$ cat config.mk
export PLATFORM = sky130hd
export DESIGN_NAME = conv_cfg_decoder
export DESIGN_NICKNAME = d
export VERILOG_FILES = /design/src/rtl/conv_pkg.sv /design/src/rtl/conv_cfg_bank.sv /design/src/rtl/conv_cfg_decoder.sv
export SDC_FILE = /design/constraint.sdc
export NUM_CORES = 1
export LEC_CHECK = 0
export ABC_AREA = 1
export BUFFER_PORTS_ARGS = -buffer_cell sky130_fd_sc_hd__buf_2
export CAP_MARGIN = 30
export CORE_ASPECT_RATIO = 0.6
export CORE_MARGIN = 1.5
export CORE_UTILIZATION = 55
export DETAILED_ROUTE_END_ITERATION = 12
export PLACE_DENSITY_LB_ADDON = 0.3
export SYNTH_ARGS = -nofsm -noshare
export SYNTH_HDL_FRONTEND = slang
export SYNTH_SLANG_ARGS = --single-unit
$ cat constraint.sdc
create_clock -name clk -period 1.8 [get_ports clk]
set_clock_uncertainty 0.1 [all_clocks]
set_input_delay 0.18 -clock clk [delete_from_list [all_inputs] [get_ports clk]]
set_output_delay 0.18 -clock clk [all_outputs]
set_load 0.02 [all_outputs]
$ cat src/rtl/conv_pkg.sv
// Shared opcodes, state/error enums and the default configuration record
// for the convolution core instruction decoder.
package conv_pkg;

    localparam int DEF_INST_W  = 32;
    localparam int DEF_OP_W    = 4;
    localparam int DEF_FSIZE_W = 4;
    localparam int DEF_FNUM_W  = 4;
    localparam int DEF_OFF_W   = 20;
    localparam int DEF_DIM_W   = 12;

    localparam logic [3:0] OP_LF  = 4'h1;
    localparam logic [3:0] OP_LS  = 4'h2;
    localparam logic [3:0] OP_LI  = 4'h3;
    localparam logic [3:0] OP_DC  = 4'h4;
    localparam logic [3:0] OP_CLR = 4'hF;

    typedef enum logic {
        IDLE,
        RUN
    } state_e;

    typedef enum logic [1:0] {
        ERR_NONE,
        ERR_ILLEGAL,
        ERR_INCOMPLETE,
        ERR_BADFILT
    } err_e;

    typedef struct packed {
        logic [DEF_OFF_W-1:0]   filter_offset;
        logic [DEF_FSIZE_W-1:0] filter_size;
        logic [DEF_FNUM_W-1:0]  filter_num;
        logic [DEF_OFF_W-1:0]   img_offset;
        logic [DEF_DIM_W-1:0]   img_height;
        logic [DEF_DIM_W-1:0]   img_width;
    } conv_cfg_t;

endpackage

$ cat src/rtl/conv_cfg_bank.sv
// Shadow/active configuration register pair: shadow loads while a run
// uses the active copy; commit copies shadow into active.
module conv_cfg_bank
    import conv_pkg::*;
#(
    parameter type cfg_t = conv_cfg_t
) (
    input  logic clk,
    input  logic rst_n,
    input  cfg_t shadow_d,
    input  logic shadow_load,
    input  logic commit,
    output cfg_t shadow,
    output cfg_t active
);

    always_ff @(posedge clk or negedge rst_n) begin
        if (!rst_n) begin
            shadow <= '0;
        end else if (shadow_load) begin
            shadow <= shadow_d;
        end
    end

    always_ff @(posedge clk or negedge rst_n) begin
        if (!rst_n) begin
            active <= '0;
        end else if (commit) begin
            active <= shadow;
        end
    end

endmodule

$ cat src/rtl/conv_cfg_decoder.sv
// Instruction decoder for the convolution core: double-buffered config,
// IDLE/RUN sequencing, one-cycle start pulse and sticky error reporting.
module conv_cfg_decoder
    import conv_pkg::*;
#(
    parameter int INST_W  = DEF_INST_W,
    parameter int OP_W    = DEF_OP_W,
    parameter int FSIZE_W = DEF_FSIZE_W,
    parameter int FNUM_W  = DEF_FNUM_W,
    parameter int OFF_W   = DEF_OFF_W,
    parameter int DIM_W   = DEF_DIM_W
) (
    input  logic               clk,
    input  logic               rst_n,
    input  logic [INST_W-1:0]  in_inst,
    input  logic               in_valid,
    output logic               in_ready,
    output logic [OFF_W-1:0]   filter_offset,
    output logic [FSIZE_W-1:0] filter_size,
    output logic [FNUM_W-1:0]  filter_num,
    output logic [OFF_W-1:0]   img_offset,
    output logic [DIM_W-1:0]   img_height,
    output logic [DIM_W-1:0]   img_width,
    output logic [2:0]         shadow_flags,
    output logic               conv_start,
    output logic               busy,
    input  logic               conv_done,
    output logic               err,
    output logic [1:0]         err_code,
    input  logic               err_clr
);

    if ((OP_W + FSIZE_W + FNUM_W + OFF_W > INST_W) || (OP_W + 2*DIM_W > INST_W)) begin : g_width_check
        $error("conv_cfg_decoder: instruction fields do not fit in INST_W");
    end

    typedef struct packed {
        logic [OFF_W-1:0]   filter_offset;
        logic [FSIZE_W-1:0] filter_size;
        logic [FNUM_W-1:0]  filter_num;
        logic [OFF_W-1:0]   img_offset;
        logic [DIM_W-1:0]   img_height;
        logic [DIM_W-1:0]   img_width;
    } cfg_t;

    // LF layout: offset in the low bits, size above it, count above size.
    logic [OP_W-1:0]    opcode;
    logic [OFF_W-1:0]   lf_offset;
    logic [FSIZE_W-1:0] lf_size;
    logic [FNUM_W-1:0]  lf_num;
    logic [DIM_W-1:0]   ls_width;
    logic [DIM_W-1:0]   ls_height;

    assign opcode    = in_inst[INST_W-1 -: OP_W];
    assign lf_offset = in_inst[OFF_W-1:0];
    assign lf_size   = in_inst[OFF_W +: FSIZE_W];
    assign lf_num    = in_inst[OFF_W+FSIZE_W +: FNUM_W];
    assign ls_width  = in_inst[DIM_W-1:0];
    assign ls_height = in_inst[DIM_W +: DIM_W];

    state_e     state, state_d;
    err_e       err_q, err_d;
    logic       err_flag, err_flag_d;
    logic [2:0] flags, flags_d;
    logic       accept;
    logic       shadow_load;
    logic       commit;
    logic       clr_cmd;
    logic       new_err;
    err_e       new_code;
    cfg_t       shadow, shadow_d, active;

    assign in_ready = !((opcode == OP_W'(OP_DC)) && (state == RUN));
    assign accept   = in_valid && in_ready;

    always_comb begin
        shadow_d    = shadow;
        shadow_load = 1'b0;
        commit      = 1'b0;
        clr_cmd     = 1'b0;
        flags_d     = flags;
        new_err     = 1'b0;
        new_code    = ERR_NONE;
        if (accept) begin
            case (opcode)
                OP_W'(OP_LF): begin
                    if ((lf_size == '0) || (lf_num == '0)) begin
                        new_err  = 1'b1;
                        new_code = ERR_BADFILT;
                    end else begin
                        shadow_d.filter_offset = lf_offset;
                        shadow_d.filter_size   = lf_size;
                        shadow_d.filter_num    = lf_num;
                        shadow_load            = 1'b1;
                        flags_d[0]             = 1'b1;
                    end
                end
                OP_W'(OP_LS): begin
                    shadow_d.img_height = ls_height;
                    shadow_d.img_width  = ls_width;
                    shadow_load         = 1'b1;
                    flags_d[1]          = 1'b1;
                end
                OP_W'(OP_LI): begin
                    shadow_d.img_offset = lf_offset;
                    shadow_load         = 1'b1;
                    flags_d[2]          = 1'b1;
                end
                OP_W'(OP_DC): begin
                    if (flags == 3'b111) begin
                        commit  = 1'b1;
                        flags_d = 3'b000;
                    end else begin
                        new_err  = 1'b1;
                        new_code = ERR_INCOMPLETE;
                    end
                end
                OP_W'(OP_CLR): begin
                    clr_cmd = 1'b1;
                    flags_d = 3'b000;
                end
                default: begin
                    new_err  = 1'b1;
                    new_code = ERR_ILLEGAL;
                end
            endcase
        end
    end

    // A fresh error beats a simultaneous clear; otherwise the first cause sticks.
    always_comb begin
        err_flag_d = err_flag;
        err_d      = err_q;
        if (new_err) begin
            err_flag_d = 1'b1;
            if (!err_flag || err_clr || clr_cmd) begin
                err_d = new_code;
            end
        end else if (err_clr || clr_cmd) begin
            err_flag_d = 1'b0;
            err_d      = ERR_NONE;
        end
    end

    always_comb begin
        state_d = state;
        case (state)
            IDLE:    if (commit)    state_d = RUN;
            RUN:     if (conv_done) state_d = IDLE;
            default: state_d = IDLE;
        endcase
    end

    always_ff @(posedge clk or negedge rst_n) begin
        if (!rst_n) begin
            state <= IDLE;
        end else begin
            state <= state_d;
        end
    end

    always_ff @(posedge clk or negedge rst_n) begin
        if (!rst_n) begin
            flags      <= 3'b000;
            err_flag   <= 1'b0;
            err_q      <= ERR_NONE;
            conv_start <= 1'b0;
        end else begin
            flags      <= flags_d;
            err_flag   <= err_flag_d;
            err_q      <= err_d;
            conv_start <= commit;
        end
    end

    conv_cfg_bank #(
        .cfg_t(cfg_t)
    ) u_bank (
        .clk        (clk),
        .rst_n      (rst_n),
        .shadow_d   (shadow_d),
        .shadow_load(shadow_load),
        .commit     (commit),
        .shadow     (shadow),
        .active     (active)
    );

    assign filter_offset = active.filter_offset;
    assign filter_size   = active.filter_size;
    assign filter_num    = active.filter_num;
    assign img_offset    = active.img_offset;
    assign img_height    = active.img_height;
    assign img_width     = active.img_width;
    assign shadow_flags  = flags;
    assign busy          = (state == RUN);
    assign err           = err_flag;
    assign err_code      = err_q;

endmodule

==> impl_metrics.toml, run 1 <==
[setup_path]
arrival_ns = 1.96
critPathCaptureType = "flop"
critPathLaunchType = "flop"
crit_required_ns = 2.06
r2r_slack_ns = 0.10
critPathKind = "flop to flop"
r2r-start = "busy"
cp_max_fo = 66
regToRegEndpoint = "u_bank.active[5]"
reg2reg_depth = 7

[finish]
fin_util = 0.7256
finalInstanceArea_mm2 = 0.007661
register_area_mm2 = 0.003804
drive_above_1_share = 0.2308
stdcell_count = 932
diodes = 0
syn_to_final_growth_pct = 28.39
nets = 817
fill_cells = 760
multi_input_area_mm2 = 0.001793

[clocking]
htreeDepth = 4
clk_path_buf_depth = 2
cts_tree = "done"
cts.sinks = 152
cts_resized = 0
clk_latency_ns = 0.42
cts-root-buf = "clkbuf_16"
path_clk_slew_ns = 0.06
numCtsBuffers = 17

[flow_run]
cap_viol_max_count = 0

[placement]
portBuffers = 117
dp_hpwl_um = 8910
place_ws_ns = 0.08866
gp_congestion = 0.8710
dp.cells = 872
dpl_cell_area_mm2 = 0.006683

[synthesis]
ys_seq_area_frac = 0.6375
synth_top_area_share = 0.6375
synth_top_cell_by_area = "dfrtp_1"
syn_area_per_cell_um2 = 9.367
synth_top_flop_cell = "dfrtp_1"
synthArstFlopShare = 1.000
synthesis.area_mm2 = 0.005967
synth_edf_count = 0
synth_nets = 674
yosys-top-cells-count = "302 x nand2_1, 152 x dfrtp_1, 42 x o21ai_0"
yosysWarnings = 0
ys_ff_latch = 152
ys_top_cells_by_area = "dfrtp_1 64%, nand2_1 19%, o21ai_0 3.5%, inv_1 2.5%, o21ai_2 2.2%"
syn_inst = 637
synthDistinctLibCells = 25
yosysMostFrequentCell = "nand2_1"

[route]
drcViolationCount = 0
detail_route.wl_per_cell_um = 15.44
wirelength_um = 14390
drtIter0Drc = 325
avgViaCountPerCell = 5.137
vias = 4788
firstDrtPassIters = 5
postRouteAntennaNets = 0

[power_and_ir_drop]
cellLeakagePower_nw = 4.366
power_density_mw_per_mm2 = 1238
irDropWorstVdd_mv = 0.8702
p_total_mw = 9.485

[sta]
post-route-period-util = 0.9434
worst_slew_pin_slew_ns = 0.4801
rsz0062_at_grt = "false"
fin_setup_tns_ns = 0
setup_viol = 0
relSlewSlack = 0.6800
setup_slack_ns = 0.1019
fin_hold_ws_ns = 0.02499
period_needed_ns = 1.698
slew_viol_final = 0
hold_viol = 0
max_freq_mhz = 588.9

[hold_path]
hold_path_class = "input port to flop"
min_to = "err"
holdPathStages = 4
min_from = "err_clr"

[global_routing]
grt_max_degree = 67
grt_pass1_vias = 4804
antenna_found_initial = 0
overflow = 0
track_usage = 0.2755
grt_pass1_wl_um = 24110

[floorplanning]
core_area_mm2 = 0.01056
die_h_um = 83.68
io_pins = 118
die_area_mm2 = 0.01150
fp-row-count = 29
dieWidth_um = 137.5
initial_core_util = 0.5651

[run_status]
outcome = "completed"
[layout make-up]
type                       count  area share
clock buffer                  17     0.05553
clock inverter                15     0.03560
inverter                      42     0.02156
multi-input combinational    413      0.2340
sequential                   152      0.4965
tap                          139     0.02270
timing repair buffer         154      0.1341
[cells in the final DEF (no fill, tap or decap), drive strengths merged]
master / count
nand3: 12
bufinv: 7
nand2: 304
dfrtp: 152
o22ai: 1
o211ai: 1
inv: 43
clkbuf: 17
buf: 126
a21oi: 4
and3: 1
dlygate4sd3: 28
clkinv: 7
nand4: 2
nor2: 14
o21ai: 74
[report_power, final]
group / switching (mW) / internal (mW) / leakage (nW)
Sequential: 0.297 / 3.90 / 2.01
Combinational: 0.683 / 0.425 / 2.01
Clock: 1.43 / 2.75 / 0.341
Total: 2.41 / 7.08 / 4.37
[critical path, cell delays in order, from the launching register on]
cell	delay, ns
dfrtp_1	0.43
nand3_2	0.16
nand2_4	0.13
inv_8	0.06
nand2_2	0.19
buf_12	0.29
nand2_1	0.13
nand2_1	0.09
[cells by family (layout without fill, tap and decap cells)]
logic type | Yosys count | count (layout) | share of synthesized area
simple gates | 333 | 333 | 0.2233
flops | 152 | 152 | 0.6375
compound gates | 80 | 80 | 0.07717
buf+inv | 72 | 228 | 0.06207
[worst max path at each step]
stage / start / endpoint / slack [ns] / depth (start not counted)
2_1_floorplan: busy / u_bank.shadow[10] / 0.28 / 8
3_3_place_gp: in_inst[29] / u_bank.active[47] / 0.21 / 8
3_5_place_dp: in_inst[28] / u_bank.active[71] / 0.09 / 9
4_1_cts: busy / u_bank.active[37] / 0.13 / 7
5_1_grt: busy / u_bank.active[71] / 0.01 / 7
6_report: busy / u_bank.active[5] / 0.10 / 7
[state kept, by name, summed over array words and instances (netlist names)]
register	flops
busy	1
conv_start	1
u_bank.active	72
shadow_flags	3
u_bank.shadow	72
err_code	2
err	1
[routing by layer]
metal	share of wire	vias up	track usage
met4	0.014	0	0.09952
li1	-	2264	-
met5	0	-	0
met2	0.45	173	0.4032
met1	0.47	2329	0.4118
met3	0.067	22	0.05525
[repair_timing]
item                      4_1_cts  5_1_grt
hold buffers                   28        0
setup buffers                   0        0
hold endpoints to repair      105        0
No activity file was read; power rests on OpenSTA's default activity.
==> inputs of run 2 (changes only) <==
--- a/config.mk
+++ b/config.mk
@@ -12,6 +12,7 @@
 export CORE_MARGIN = 1.5
 export CORE_UTILIZATION = 55
 export DETAILED_ROUTE_END_ITERATION = 12
+export HOLD_SLACK_MARGIN = 0.08
 export PLACE_DENSITY_LB_ADDON = 0.3
 export SYNTH_ARGS = -nofsm -noshare
 export SYNTH_HDL_FRONTEND = slang
==> impl_metrics.toml, run 2 (same netlist as run 1, synthesis figures left out) <==
[run_status]
outcome = "completed"

[floorplanning]
die_h_um = 83.68
io_pins = 118
core_area_mm2 = 0.01056
fp-row-count = 29
initial_core_util = 0.5651
die_area_mm2 = 0.01150
dieWidth_um = 137.5

[setup_path]
cp.depth = 7
crit_path_max_incr_delay_ns = 0.42
crit_top_cell = "nand2_1"
r2r-start = "busy"
crit_family = "simple AND/OR/NAND/NOR gates"
critPathKind = "flop to flop"
arrival_ns = 1.95
reg2reg_depth = 7
r2r_slack_ns = 0.11
cp-endpoint = "u_bank.active[5]"
regToRegEndpoint = "u_bank.active[5]"
critPathCaptureType = "flop"
critPathLaunchType = "flop"
critPathLaunch = "busy"
slowest_stage = "dfrtp_1"
crit_required_ns = 2.06
path_cells = "nand3_2 -> nand2_4 -> inv_8 -> nand2_2 -> buf_12 -> nand2_1 -> nand2_1"
cp_max_fo = 66
critPathBufInv = 2

[route]
detail_route.wl_per_cell_um = 15.33
vias = 4809
firstDrtPassIters = 5
wirelength_um = 14340
drtIter0Drc = 351
drcViolationCount = 0
avgViaCountPerCell = 5.143
postRouteAntennaNets = 0

[placement]
gp_congestion = 0.8710
dp_hpwl_um = 8910
place_ws_ns = 0.08866
portBuffers = 117

[sta]
max_freq_mhz = 590.1
hold_viol = 0
worst_slew_pin_slew_ns = 0.4764
setup_slack_ns = 0.1055
relSlewSlack = 0.6824
slew_viol_final = 0
fin_setup_tns_ns = 0
period_needed_ns = 1.695
rsz0062_at_grt = "false"
setup_viol = 0
post-route-period-util = 0.9414

[global_routing]
track_usage = 0.2754
grt_pass1_wl_um = 24090
antenna_found_initial = 0
grt_pass1_vias = 4805
overflow = 0
grt_max_degree = 67

[finish]
nets = 820
drive_above_1_share = 0.2299
diodes = 0
final_cell_mix = "302 x nand2_1, 152 x dfrtp_1, 116 x buf_2, 42 x o21ai_0, 40 x inv_1"
syn_to_final_growth_pct = 28.90
fin_util = 0.7284
final_common_cell = "nand2_1"

[power_and_ir_drop]
cellLeakagePower_nw = 4.379
switching_share = 0.2539
power_frac_clock = 0.440
switching_power_mw = 2.410
irDropWorstVdd_mv = 0.8733
comb_power_share = 0.117
intPower_mw = 7.080
pwr-share-seq = 0.442
p_total_mw = 9.489
power_density_mw_per_mm2 = 1234

[clocking]
clk_path_buf_depth = 2
cts_tree = "done"
cts-root-buf = "clkbuf_16"
cts_resized = 0
path_clk_slew_ns = 0.06
htreeDepth = 4
numCtsBuffers = 17
clk_latency_ns = 0.42
cts.sinks = 152

[flow_run]
cap_viol_max_count = 0

[hold_path]
hold_path_class = "input port to flop"
==> run 2: cell types whose count changed in the layout (fill, tap and decap cells not counted) <==
cell / before / now
dlygate4sd3_1: 28 / 31
==> run 2: power by group through the flow <==
stage,logic [mW],registers (mW),clock network [mW]
6_report,1.11,4.20,4.18
5_1_grt,1.26,4.25,4.36
4_1_cts,1.12,4.19,4.21
3_5_place_dp,1.06,4.23,0
3_3_place_gp,1.00,4.22,0
2_1_floorplan,0.478,4.35,0
==> run 2: worst min path at each step <==
stage / startpoint / endpoint / slack (ns) / cells after the start
after floorplan: rst_n / busy / -0.22 / 0
after global placement: rst_n / u_bank.active[26] / 0.05 / 1
after detailed placement: rst_n / u_bank.active[25] / 0.06 / 1
after CTS: in_valid / err / 0.11 / 4
after global routing: in_valid / err / 0.15 / 4
final: in_valid / err / 0.12 / 4
==> run 2: per-layer routing <==
metal | up-vias | track usage | share of wire
li1 | 2270 | - | -
met1 | 2316 | 0.4114 | 0.46
met2 | 196 | 0.4032 | 0.45
met3 | 27 | 0.05525 | 0.079
met4 | 0 | 0.09952 | 0.015
met5 | - | 0 | 0
==> run 2: what timing repair did <==
action                                 in CTS  in global routing
hold buffers                               31                  0
endpoints found under the hold margin     228                  0
setup buffers                               0                  0
==> run 2: final cells by class <==
cell class	count	area (µm²)
clock inverter	15	272.8
inverter	42	165.2
multi-input combinational	413	1793
fill	757	2868
tap	139	173.9
sequential	152	3804
timing repair buffer	157	1057
clock buffer	17	425.4
==> run 2: metrics by stage <==
step           instance area, µm²  cells  hold WS (ns)
4_1_cts                      7691    935        0.1068
6_report                     7691    935        0.1208
3_5_place_dp                 6683    872       0.05774
5_1_grt                      7691    935        0.1506
2_1_floorplan                5967    637       -0.2156
3_3_place_gp                 6683    872       0.05040
==> run 2: worst min-delay path, cell delays in order <==
cell and delay, ns:
buf_2 0.13, nand3_1 0.11, nand2_1 0.09, nand3_1 0.10
==> inputs of run 3 (changes only) <==
--- a/config.mk
+++ b/config.mk
@@ -5,15 +5,15 @@
 export SDC_FILE = /design/constraint.sdc
 export NUM_CORES = 1
 export LEC_CHECK = 0
-export ABC_AREA = 1
 export BUFFER_PORTS_ARGS = -buffer_cell sky130_fd_sc_hd__buf_2
 export CAP_MARGIN = 30
 export CORE_ASPECT_RATIO = 0.6
 export CORE_MARGIN = 1.5
-export CORE_UTILIZATION = 55
+export CORE_UTILIZATION = 57
 export DETAILED_ROUTE_END_ITERATION = 12
 export HOLD_SLACK_MARGIN = 0.08
 export PLACE_DENSITY_LB_ADDON = 0.3
 export SYNTH_ARGS = -nofsm -noshare
 export SYNTH_HDL_FRONTEND = slang
+export SYNTH_HIERARCHICAL = 1
 export SYNTH_SLANG_ARGS = --single-unit
==> constraint.sdc (replaced) <==
create_clock -name clk -period 1.8 [get_ports clk]
set_clock_uncertainty 0.1 [all_clocks]
set_input_delay 0.09 -clock clk [delete_from_list [all_inputs] [get_ports clk]]
set_output_delay 0.09 -clock clk [all_outputs]
set_load 0.02 [all_outputs]
==> impl_metrics.toml, run 3 <==
[run_status]
outcome = "complete, but fails checks"
failed_checks = "negative setup slack"

[power_and_ir_drop]
power_density_mw_per_mm2 = 940.6
cellLeakagePower_nw = 4.997
irDropWorstVdd_mv = 0.5372

[synthesis]
ys_seq_area_frac = 0.4988
syn_inst = 445
synth_top_area_share = 0.4988
synth_top_cell_by_area = "dfrtp_1"
yosysMostFrequentCell = "mux2_4"
yosys-top-cells-count = "169 x mux2_4, 152 x dfrtp_1, 48 x mux2_2"
synthArstFlopShare = 1.000
synth_top_flop_cell = "dfrtp_1"
synthDistinctLibCells = 31
synth_edf_count = 0
synthesis.area_mm2 = 0.007626
synth_nets = 482
yosysWarnings = 6
syn_area_per_cell_um2 = 17.14
ys_ff_latch = 152
ys_top_cells_by_area = "dfrtp_1 50%, mux2_4 33%, mux2_2 7.1%, buf_12 4.5%, nor4b_4 0.62%"

[global_routing]
overflow = 0
grt_pass1_wl_um = 26830
track_usage = 0.2475
antenna_found_initial = 0
grt_max_degree = 55
grt_pass1_vias = 4897

[placement]
portBuffers = 117
dp_hpwl_um = 9920
dp.cells = 741
gp_congestion = 0.8948

[hold_path]
holdPathStages = 5
hold_path_class = "input port to flop"

[finish]
fin_util = 0.7471
stdcell_count = 818
nets = 672
diodes = 0
final_cell_mix = "172 x mux2_4, 151 x dfrtp_1, 116 x buf_2, 45 x mux2_2, 33 x dlygate4sd3_1"
syn_to_final_growth_pct = 26.69
final_common_cell = "mux2_4"
drive_above_1_share = 0.6528

[floorplanning]
core_area_mm2 = 0.01293
initial_core_util = 0.5897
fp-row-count = 32
io_pins = 118
die_h_um = 92.60
die_area_mm2 = 0.01410
dieWidth_um = 152.3

[sta]
relSlewSlack = 0.6795
max_freq_mhz = 532.4
worst_slew_pin_slew_ns = 0.4788
post-route-period-util = 1.043
rsz0062_at_grt = "true"
setup_slack_ns = -0.07812
period_needed_ns = 1.878
setup_viol = 129
slew_viol_final = 0
fin_setup_tns_ns = -3.592
hold_viol = 0

[route]
drcViolationCount = 0
drtIter0Drc = 248
postRouteAntennaNets = 0
firstDrtPassIters = 4
detail_route.wl_per_cell_um = 21.21
vias = 4488
wirelength_um = 17350
avgViaCountPerCell = 5.487

[setup_path]
critPathLaunchType = "flop"
crit_required_ns = 1.99
cp_max_fo = 18
reg2reg_depth = 6
critPathKind = "flop to flop"
critPathCaptureType = "flop"
arrival_ns = 2.07

[clocking]
path_clk_slew_ns = 0.07
clk_path_buf_depth = 2
clk_latency_ns = 0.41
numCtsBuffers = 17
cts_tree = "done"
cts-root-buf = "clkbuf_16"
htreeDepth = 4
cts.sinks = 152

[flow_run]
cap_viol_max_count = 0
## run 3: worst max-delay path: stages, from the launching register on
cell	delay, ns
dfrtp_2	0.43
a21boi_4	0.20
buf_6	0.13
nand3_4	0.10
buf_12	0.20
mux2_4	0.32
mux2_4	0.27
## run 3: layout make-up
cell class	count	area [µm²]
clock buffer	20	446.7
timing repair buffer	197	1599
tap	170	212.7
sequential	152	3805
clock inverter	12	141.4
inverter	5	18.77
multi-input combinational	262	3438
fill	796	3271
## run 3: cells by family after synthesis
kind of cell | count (synthesis) | synth area share
muxes | 217 | 0.4036
DFF | 152 | 0.4988
buffers and inverters | 31 | 0.05628
and+or+nand+nor | 30 | 0.02790
AOI/OAI and AO/OA | 15 | 0.01345
## run 3: metrics by stage
| step | hold WS, ns | power, mW | setup slack, ns | instance area (µm²) |
|---|---|---|---|---|
| final | 0.1371 | 9.088 | -0.07812 | 9662 |
| after global routing | 0.1188 | 9.461 | -0.1169 | 9662 |
| after CTS | 0.09075 | 9.097 | -0.04269 | 9495 |
| after detailed placement | -0.09159 | 5.484 | -0.3120 | 8453 |
| after global placement | -0.09536 | 5.400 | -0.2546 | 8453 |
| after floorplan | -0.3056 | 5.072 | -0.1079 | 7657 |
## run 3: where the power goes
part           internal (mW)  leakage (nW)  switching, mW  total, mW
Combinational          0.952          2.62          0.545       1.50
Clock                   2.10         0.282           1.41       3.51
Sequential              3.77          2.09          0.316       4.08
## run 3: path summary, 6_finish.rpt
check / startpoint / endpoint / slack [ns]
min: in_inst[28] / busy / 0.14
min in group asynchronous: rst_n / u_bank/shadow[50] / 0.15
max: busy / u_bank/shadow[53] / -0.08
max in group asynchronous: rst_n / u_bank/shadow[60] / 1.12
min reg2reg: u_bank/active[5] / u_bank/active[5] / 0.41
max reg2reg: busy / u_bank/shadow[53] / -0.08
## run 3: timing repair
| item | in CTS | in global routing |
|---|---|---|
| gates resized for setup | 8 | 6 |
| setup buffers | 3 | 2 |
| endpoints found under the setup margin | 95 | 143 |
| gates cloned | 1 | 5 |
| hold endpoints to repair | 227 | 0 |
| hold buffers | 34 | 0 |
| pin swaps | 2 | 1 |
## run 3: per-layer routing
layer / GRT usage / part of all wire
met2: 0.3873 / 0.48
met3: 0.05990 / 0.053
met5: 0 / 0
met1: 0.3420 / 0.45
met4: 0.08091 / 0.013
